## src/rtl/mac_seq_pkg.sv

```systemverilog
// rtl/mac_seq_pkg.sv - shared state encoding, default widths and width helper for mac_sequencer
// Purpose: common definitions imported by mac_sequencer and mac_operand_buf.
// Contents: default parameter values, FSM state enum, index-width helper.
package mac_seq_pkg;

  localparam int DEF_DATA_W      = 8;
  localparam int DEF_RES_W       = 16;
  localparam int DEF_DEPTH       = 8;
  localparam int DEF_MAC_LATENCY = 2;

  typedef enum logic [2:0] {
    ST_IDLE   = 3'd0,
    ST_CLEAR  = 3'd1,
    ST_RUN    = 3'd2,
    ST_WAIT   = 3'd3,
    ST_RESULT = 3'd4
  } state_t;

  // Bits needed to index n entries; never less than one so a depth of 1
  // still yields a legal vector.
  function automatic int idx_width(input int n);
    return (n <= 1) ? 1 : $clog2(n);
  endfunction

endpackage

```

## src/rtl/mac_operand_buf.sv

```systemverilog
// rtl/mac_operand_buf.sv - DEPTH x (ai,xi) operand register file, one write port, one async read port
// Purpose: holds the operand pairs of one MAC job.
// Ports:
//   clk              rising-edge clock
//   wr_en            write the pair at wr_addr this edge
//   wr_addr          write index
//   wr_ai / wr_xi    pair to store
//   rd_addr          read index
//   rd_ai / rd_xi    pair at rd_addr (combinational)
module mac_operand_buf #(
  parameter int DATA_W = 8,
  parameter int DEPTH  = 8,
  parameter int PTR_W  = 3
) (
  input  logic              clk,
  input  logic              wr_en,
  input  logic [PTR_W-1:0]  wr_addr,
  input  logic [DATA_W-1:0] wr_ai,
  input  logic [DATA_W-1:0] wr_xi,
  input  logic [PTR_W-1:0]  rd_addr,
  output logic [DATA_W-1:0] rd_ai,
  output logic [DATA_W-1:0] rd_xi
);

  // No reset: stale entries are never read because the sequencer only
  // reads below its fill count, which reset clears.
  logic [2*DATA_W-1:0] mem_q [DEPTH];
  logic [2*DATA_W-1:0] mem_d [DEPTH];

  always_comb begin
    mem_d = mem_q;
    if (wr_en) begin
      mem_d[wr_addr] = {wr_ai, wr_xi};
    end
  end

  always_ff @(posedge clk) begin
    mem_q <= mem_d;
  end

  assign {rd_ai, rd_xi} = mem_q[rd_addr];

endmodule

```

## src/rtl/mac_sequencer.sv

```systemverilog
// rtl/mac_sequencer.sv - job sequencer feeding a sum-of-products MAC and capturing its result
// Purpose: buffers up to DEPTH (ai,xi) pairs, then on start clears the MAC,
//   streams the pairs (done on the last), waits MAC_LATENCY cycles and holds
//   the captured sum until result_ack.
// Ports:
//   clk, reset                        clock, synchronous active-high reset
//   load_valid/load_ready/load_ai/xi  operand pair loading (IDLE only)
//   start, hold                       job start (IDLE), streaming stall (RUN)
//   busy, count                       not idle, pairs buffered
//   mac_clear/enable/valid_in/done    MAC strobes
//   mac_ai, mac_xi, mac_result        MAC operand and result buses
//   result, result_valid, result_ack  captured sum handshake
module mac_sequencer
  import mac_seq_pkg::*;
#(
  parameter int DATA_W      = DEF_DATA_W,
  parameter int RES_W       = DEF_RES_W,
  parameter int DEPTH       = DEF_DEPTH,
  parameter int MAC_LATENCY = DEF_MAC_LATENCY,
  localparam int CNT_W      = $clog2(DEPTH + 1)
) (
  input  logic              clk,
  input  logic              reset,
  input  logic              load_valid,
  output logic              load_ready,
  input  logic [DATA_W-1:0] load_ai,
  input  logic [DATA_W-1:0] load_xi,
  input  logic              start,
  input  logic              hold,
  output logic              busy,
  output logic [CNT_W-1:0]  count,
  output logic              mac_clear,
  output logic              mac_enable,
  output logic              mac_valid_in,
  output logic              mac_done,
  output logic [DATA_W-1:0] mac_ai,
  output logic [DATA_W-1:0] mac_xi,
  input  logic [RES_W-1:0]  mac_result,
  output logic [RES_W-1:0]  result,
  output logic              result_valid,
  input  logic              result_ack
);

  localparam int PTR_W = idx_width(DEPTH);
  localparam int LAT_W = idx_width(MAC_LATENCY);

  state_t             state_q, state_d;
  logic [CNT_W-1:0]   count_q, count_d;
  logic [PTR_W-1:0]   rd_ptr_q, rd_ptr_d;
  logic [LAT_W-1:0]   wait_cnt_q, wait_cnt_d;
  logic [RES_W-1:0]   result_q, result_d;

  logic               not_full;
  logic               load_fire;
  logic               last_pair;
  logic               wait_last;
  logic [DATA_W-1:0]  buf_ai, buf_xi;

  assign not_full  = (count_q < CNT_W'(DEPTH));
  assign load_fire = (state_q == ST_IDLE) && load_valid && not_full;
  assign last_pair = (CNT_W'(rd_ptr_q) == count_q - CNT_W'(1));
  assign wait_last = (wait_cnt_q == LAT_W'(MAC_LATENCY - 1));

  mac_operand_buf #(
    .DATA_W (DATA_W),
    .DEPTH  (DEPTH),
    .PTR_W  (PTR_W)
  ) u_buf (
    .clk     (clk),
    .wr_en   (load_fire),
    .wr_addr (PTR_W'(count_q)),
    .wr_ai   (load_ai),
    .wr_xi   (load_xi),
    .rd_addr (rd_ptr_q),
    .rd_ai   (buf_ai),
    .rd_xi   (buf_xi)
  );

  always_ff @(posedge clk) begin
    if (reset) begin
      state_q    <= ST_IDLE;
      count_q    <= '0;
      rd_ptr_q   <= '0;
      wait_cnt_q <= '0;
      result_q   <= '0;
    end else begin
      state_q    <= state_d;
      count_q    <= count_d;
      rd_ptr_q   <= rd_ptr_d;
      wait_cnt_q <= wait_cnt_d;
      result_q   <= result_d;
    end
  end

  always_comb begin
    state_d    = state_q;
    count_d    = count_q;
    rd_ptr_d   = rd_ptr_q;
    wait_cnt_d = '0;
    result_d   = result_q;
    case (state_q)
      ST_IDLE: begin
        if (load_fire) begin
          count_d = count_q + CNT_W'(1);
        end
        if (start) begin
          // A pair accepted in the same cycle joins this job.
          if ((count_q != '0) || load_fire) begin
            state_d = ST_CLEAR;
          end else begin
            state_d  = ST_RESULT;
            result_d = '0;
          end
        end
      end
      ST_CLEAR: begin
        rd_ptr_d = '0;
        state_d  = ST_RUN;
      end
      ST_RUN: begin
        if (!hold) begin
          if (last_pair) begin
            rd_ptr_d = '0;
            state_d  = ST_WAIT;
          end else begin
            rd_ptr_d = rd_ptr_q + PTR_W'(1);
          end
        end
      end
      ST_WAIT: begin
        if (wait_last) begin
          result_d = mac_result;
          state_d  = ST_RESULT;
        end else begin
          wait_cnt_d = wait_cnt_q + LAT_W'(1);
        end
      end
      ST_RESULT: begin
        if (result_ack) begin
          count_d = '0;
          state_d = ST_IDLE;
        end
      end
      default: state_d = ST_IDLE;
    endcase
  end

  always_comb begin
    load_ready   = 1'b0;
    busy         = 1'b1;
    mac_clear    = 1'b0;
    mac_enable   = 1'b0;
    mac_valid_in = 1'b0;
    mac_done     = 1'b0;
    mac_ai       = '0;
    mac_xi       = '0;
    result_valid = 1'b0;
    case (state_q)
      ST_IDLE: begin
        busy       = 1'b0;
        load_ready = not_full;
      end
      ST_CLEAR: mac_clear = 1'b1;
      ST_RUN: begin
        // Operands stay on the bus during a hold; only the strobes drop.
        mac_ai = buf_ai;
        mac_xi = buf_xi;
        if (!hold) begin
          mac_enable   = 1'b1;
          mac_valid_in = 1'b1;
          mac_done     = last_pair;
        end
      end
      ST_WAIT:   mac_enable   = 1'b1;
      ST_RESULT: result_valid = 1'b1;
      default: ;
    endcase
  end

  assign count  = count_q;
  assign result = result_q;

endmodule

```

## config.mk

```make
export PLATFORM = sky130hd
export DESIGN_NAME = mac_sequencer
export DESIGN_NICKNAME = d
export VERILOG_FILES = /design/src/rtl/mac_seq_pkg.sv /design/src/rtl/mac_operand_buf.sv /design/src/rtl/mac_sequencer.sv
export SDC_FILE = /design/constraint.sdc
export NUM_CORES = 1
export LEC_CHECK = 0
export ABC_AREA = 1
export BUFFER_PORTS_ARGS = -buffer_cell sky130_fd_sc_hd__buf_2
export CORE_MARGIN = 8
export CORE_UTILIZATION = 62
export CTS_CLUSTER_DIAMETER = 200
export DETAILED_ROUTE_END_ITERATION = 10
export MAX_ROUTING_LAYER = met4
export PLACE_DENSITY_LB_ADDON = 0.1
export SKIP_LAST_GASP = 1
export SLEW_MARGIN = 20
export SYNTH_ARGS = -nofsm -noshare
export SYNTH_HDL_FRONTEND = slang
export SYNTH_SLANG_ARGS = --single-unit
```

## constraint.sdc

```tcl
create_clock -name clk -period 4.92 [get_ports clk]
set_clock_uncertainty 0.2 [all_clocks]
set_input_delay 0.984 -clock clk [delete_from_list [all_inputs] [get_ports clk]]
set_output_delay 0.984 -clock clk [all_outputs]
set_load 0.02 [all_outputs]
```

==> flow_summary.toml, run 1 <==
[outcome]
outcome = "finished clean"

[placement]
numPortBuffers = 80
dp_cells = 765
gp_congestion = 0.8227
dp_hpwl_microns = 7559

[logic_synthesis]
synth_edf_count = 128
ys_async_sr_fraction_pct = 0
syn_nets = 613
synth_top_area_share_pct = 61.11
seq_area_frac_synth_pct = 69.70
synthCells = 572
yosys_warnings = 0
yosys-top-cells-area = "edfxtp_1 (61%), dfxtp_1 (8.6%), nor2_1 (7.5%)"
synth_cell_type_count = 29
synth-seq-cells = 155
ys_dominant_reg_cell = "edfxtp_1"
syn-cell-area_sq_um = 6290
avgSynthCellArea_sq_um = 11.00
synth_top_area_cell = "edfxtp_1"

[routing]
drc = 0
num_vias = 4437
wl_microns = 13680
viasPerCell = 5.567
avgRoutedWirePerCell_microns = 17.16
postRouteAntennaNets = 0
drt_iter0_drc = 459
dr.pass1.iters = 5

[worst_setup_path]
path_class = "reg2out"
crit_arrival_ps = 2580
rrSetupSlack_ps = 2440
crit_required_ps = 3740
crit_buf_inv = 2
slowest_delay_ps = 810
r2r_end = "rd_ptr_q[0]"
critPathLaunchType = "register"
r2r_cells = 10
crit_path_max_fanout = 33
cp-end-kind = "output port"
crit-reg2reg-launch = "rd_ptr_q[2]"
critPathTopFamily = "buffers and inverters"
crit_path_cell_trace = "clkinv_1 -> nand2_1 -> nand3_1 -> nand2_1 -> nand3_1 -> nor2_1 -> buf_2"
cpMaxStageDelayCell = "clkinv_1"

[cts]
cts-resized-gates = 0
clock_sinks = 155
insertion_delay_ps = 530
ctsHoldBuffers = 0
cts_setup_buffers = 0
cts_buffers = 17
cts_root_buffer = "clkbuf_8"
cts_tree = "done"
clk_pin_slew_ps = 60
clockBufferDepth = 2
htreeDepth = 4

[die]
row_count = 36
die_x_microns = 116.7
core-area_sq_um = 9819
ios = 81
dieArea_sq_um = 13620
die_y_microns = 116.7
initial_core_util_pct = 64.05

[sta]
rsz0062_at_grt = "no"
tns_ps = 0
slew_headroom_pct = 30.83
hold-worst-slack_ps = 263.6
slew_viol_final = 0
fin_crit_ps = 3764
period_share_pct = 76.51
max_clock_freq_mhz = 265.6
tightest_slew_ps = 1031
setup_viol = 0
hold_viol_final = 0

[global_routing]
grt_overflow_total = 0
antenna_found_initial = 0
first_global_vias = 4496
grt_first_pass_wirelength_microns = 21750
grt_max_degree = 68
grt.total_usage_pct = 21.78

[power_and_ir_drop]
leakagePower_nw = 2.786
ir_drop_mv = 0.4283
p_per_area_nw_per_um2 = 525.0

[finish]
diodes = 0
filler_cell_count = 714
stdcell_count = 797
multi_input_area_sq_um = 1678
regArea_sq_um = 4385
area_delta_synth_final_pct = 17.43
finalNetCount = 692
drive_gt1_share_pct = 20.93

[worst_hold_path]
min-delay-path-class = "reg2reg"
min_to = "result[9]"
hold_depth = 2
worstHoldStart = "result[9]"

[run]
maxCapViolCount = 0
cell usage in the layout (no fill, tap or decap), types with 3 or more instances in the layout:
cell	Yosys	routed
clkbuf_16	0	18
a21oi_1	22	22
buf_4	4	10
ha_1	3	3
nor2_1	126	126
edfxtp_1	128	128
o21ai_1	5	5
nand2_2	3	3
nand3_1	8	8
inv_1	20	19
inv_2	4	4
nand2_1	68	68
dfxtp_1	27	26
o21ai_0	94	94
a31oi_1	16	16
buf_2	10	80
clkinv_1	1	3
nor3_2	0	5
clkinv_4	0	3
power breakdown:
group / internal [W] / switching (W) / leakage (nW) / total [W]
sequential: 0.00152 / 0.0000460 / 1.38 / 0.00157
combinational: 0.000303 / 0.000746 / 1.12 / 0.00105
clock: 0.000751 / 0.000511 / 0.293 / 0.00126
synth_stat cells (5+ instances only):
| cell | n |
|---|---|
| clkbuf_1 | 13 |
| nor2_1 | 126 |
| a31oi_1 | 16 |
| o21ai_1 | 5 |
| a21oi_1 | 22 |
| dfxtp_1 | 27 |
| inv_1 | 20 |
| o21ai_0 | 94 |
| buf_2 | 10 |
| edfxtp_1 | 128 |
| nor3_1 | 7 |
| nand2_1 | 68 |
| nand3_1 | 8 |
per-stage QoR:
stage	util, %	setup WS [ps]	total power [W]	instance area (sq um)
2_1_floorplan	-	1877	0.002362	6290
3_3_place_gp	69.24	1913	0.002599	6799
3_5_place_dp	69.24	1884	0.002629	6799
4_1_cts	75.22	1277	0.003884	7386
5_1_grt	75.22	871.8	0.004075	7386
6_report	75.22	1156	0.003877	7386
cell type report:
cell class / instances / area share (%)
tap: 133 / 2.253
sequential: 155 / 59.38
clock inverter: 11 / 1.423
inverter: 25 / 1.271
multi-input combinational: 362 / 22.72
clock buffer: 21 / 6.522
timing repair buffer: 90 / 6.437
registers in the layout (all words and copies together), names as in the netlist:
| signal | cells |
|---|---|
| result | 16 |
| count | 4 |
| u_buf.mem_q | 128 |
| wait_cnt_q | 1 |
| rd_ptr_q | 3 |
| state_q | 3 |
worst max path at each step:
stage | start | endpoint | slack, ps | cells after the start
finish | rd_ptr_q[2] | mac_done | 1160 | 7
global route | rd_ptr_q[2] | mac_done | 870 | 7
global placement | rd_ptr_q[0] | mac_xi[5] | 1910 | 6
CTS | rd_ptr_q[0] | mac_xi[5] | 1280 | 6
floorplan | state_q[2] | u_buf.mem_q[32] | 1880 | 7
detailed placement | rd_ptr_q[0] | mac_ai[2] | 1880 | 6
tightest hold or removal path, delay by kind of cell (launching register included):
family | cells | cell delay [ps]
AO/OA/AOI/OAI | 1 | 50
flip-flops | 1 | 300
AND/OR/NAND/NOR | 1 | 60
routing by layer:
metal	share of wire, %	track usage, %	vias up
met5	0	-	-
met4	1.5	9.471	0
met3	7.5	3.930	24
met2	48	35.89	211
met1	43	25.84	2056
li1	-	-	2146
kinds of logic (layout without fill, tap and decap cells):
| group | count (synthesis) | after routing | share of synthesized area (%) |
|---|---|---|---|
| buffers and inverters | 55 | 147 | 4.018 |
| DFF | 155 | 155 | 69.70 |
| adders and majority gates | 3 | 3 | 0.5968 |
| and+or+nand+nor | 216 | 216 | 13.63 |
| AOI/OAI and AO/OA | 140 | 140 | 11.64 |
| xor gates and xnor gates | 3 | 3 | 0.4178 |
(Power assumes the default switching activity.)
==> run 2: changes to the inputs <==
Settings changed: ABC_AREA 1 to 0, CORE_UTILIZATION 62 to 57.
Clock period 4.92 ns to 3.6 ns, I/O delays scaled along.
==> flow_summary.toml, run 2 <==
[outcome]
outcome = "finished clean"

[sta]
rsz0062_at_grt = "no"
tightest_slew_ps = 878.8
hold_viol_final = 0
tns_ps = 0
fin_crit_ps = 3295
setup_viol = 0
period_share_pct = 91.52
slew_viol_final = 0
slew_headroom_pct = 41.42
layout_setup_ws_ps = 305.4
max_clock_freq_mhz = 303.5

[routing]
num_vias = 3467
wl_microns = 11840
viasPerCell = 5.702
dr.pass1.iters = 5
drc = 0
drt_iter0_drc = 204
postRouteAntennaNets = 0
avgRoutedWirePerCell_microns = 19.48

[cts]
cts-resized-gates = 0
cts_buffers = 17
cts_tree = "done"
htreeDepth = 4
clk_pin_slew_ps = 60
clock_sinks = 155
clockBufferDepth = 2
insertion_delay_ps = 510
ctsHoldBuffers = 0
cts_root_buffer = "clkbuf_8"
cts_setup_buffers = 0

[logic_synthesis]
avgSynthCellArea_sq_um = 16.89
ys_dominant_reg_cell = "edfxtp_1"
muxShareOfSynthArea_pct = 14.49
synthCells = 364
ys_async_sr_fraction_pct = 0
synthTopCellsByCount = "edfxtp_1 (128), nor2_1 (45), mux4_2 (32)"
synth_top_family_by_area = "multiplexers"
synth_cell_type_count = 38
synth_xor_area_share_pct = 0.5698
synth-seq-cells = 155
seq_area_frac_synth_pct = 71.31
synth_top_area_cell = "edfxtp_1"
synth_top_area_share_pct = 62.52
syn_nets = 405
synth_edf_count = 128
yosys.area_share.adder_pct = 0.6105
yosys-top-cells-area = "edfxtp_1 (63%), mux4_2 (12%), dfxtp_1 (8.8%)"
yosys_warnings = 0
yosysMostFrequentCell = "edfxtp_1"
syn-cell-area_sq_um = 6148
synth-simple-area-share_pct = 6.817
synth_compound_area_share_pct = 3.968

[finish]
final_cell_mix = "edfxtp_1 (128), buf_2 (80), nor2_1 (45)"
drive_gt1_share_pct = 34.19
diodes = 0
filler_cell_count = 750
largest_register_ff_count = 128
area_delta_synth_final_pct = 19.27
mostFrequentLayoutCell = "edfxtp_1"
stdcell_area_sq_um = 7333
regArea_sq_um = 4385
regMostFlops = "u_buf.mem_q"
multi_input_area_sq_um = 1637
finalNetCount = 496

[worst_setup_path]
critPathLaunchType = "register"
path_class = "reg2out"
crit_arrival_ps = 2370
crit_path_max_fanout = 21
crit_required_ps = 2680
cp-end-kind = "output port"

[global_routing]
first_global_vias = 3461
antenna_found_initial = 0
grt_overflow_total = 0
grt_max_degree = 32
grt_first_pass_wirelength_microns = 18750
grt.total_usage_pct = 17.75

[power_and_ir_drop]
p_per_area_nw_per_um2 = 636.8
leakagePower_nw = 2.554
ir_drop_mv = 0.3966

[die]
die_y_microns = 119.9
initial_core_util_pct = 57.47
die_x_microns = 119.9
dieArea_sq_um = 14370
row_count = 38
ios = 81
core-area_sq_um = 10700

[placement]
numPortBuffers = 80
dp_hpwl_microns = 7756
pre_cts_slack_ps = 823.2
placed_area_sq_um = 6782
gp_congestion = 0.7553

[run]
maxCapViolCount = 0

[worst_hold_path]
min-delay-path-class = "reg2reg"
==> run 2: area by class of cell <==
type | count | share of cell area, %
clock buffer | 21 | 5.852
clock inverter | 11 | 1.672
inverter | 5 | 0.2559
multi-input combinational | 179 | 22.32
sequential | 155 | 59.80
tap | 140 | 2.389
timing repair buffer | 97 | 7.712
==> run 2: cell families after synthesis <==
| family | after synthesis |
|---|---|
| buffers and inverters | 30 |
| adders and majority gates | 3 |
| AOI/OAI and AO/OA | 35 |
| DFF | 155 |
| xor gates and xnor gates | 4 |
| muxes | 49 |
| and+or+nand+nor | 88 |
==> run 2: per-stage QoR <==
| stage | util (%) | instances | power, W | hold slack (ps) |
|---|---|---|---|---|
| global route | 68.55 | 608 | 0.004875 | 255.6 |
| detailed placement | 63.39 | 576 | 0.003094 | 252.2 |
| finish | 68.55 | 608 | 0.004670 | 253.3 |
| global placement | 63.39 | 576 | 0.003076 | 248.6 |
| CTS | 68.55 | 608 | 0.004717 | 248.5 |
| floorplan | - | 364 | 0.002812 | 215.2 |
==> run 2: critical path, cell delays in order, from the launching register on <==
cell     delay, ps
dfxtp_1        570
or3b_1         770
nor3_1         320
buf_2          200
==> run 2: report_power, final <==
part           switching [W]  internal [W]  leakage (nW)
clock               0.000644      0.000983         0.256
sequential         0.0000868       0.00209          1.38
combinational       0.000509      0.000356         0.921
total                0.00124       0.00343          2.55
==> run 2: path summary, 6_finish.rpt <==
| path | startpoint | to | slack [ps] | cells after the start |
|---|---|---|---|---|
| setup reg to reg | state_q[2] | u_buf.mem_q[117] | 940 | 5 |
| hold / removal | wait_cnt_q | wait_cnt_q | 250 | 1 |
| hold reg to reg | wait_cnt_q | wait_cnt_q | 250 | 1 |
| setup / recovery | state_q[1] | mac_done | 310 | 3 |
==> run 2: routing by layer <==
layer / up-vias / global-route usage [%] / part of all wire, % / wire [microns]
li1: 1606 / - / - / -
met1: 1744 / 22.05 / 44 / 5177
met2: 107 / 26.93 / 49 / 5791
met3: 10 / 4.885 / 6.1 / 721
met4: 0 / 7.884 / 1.3 / 150
met5: - / - / 0 / 0
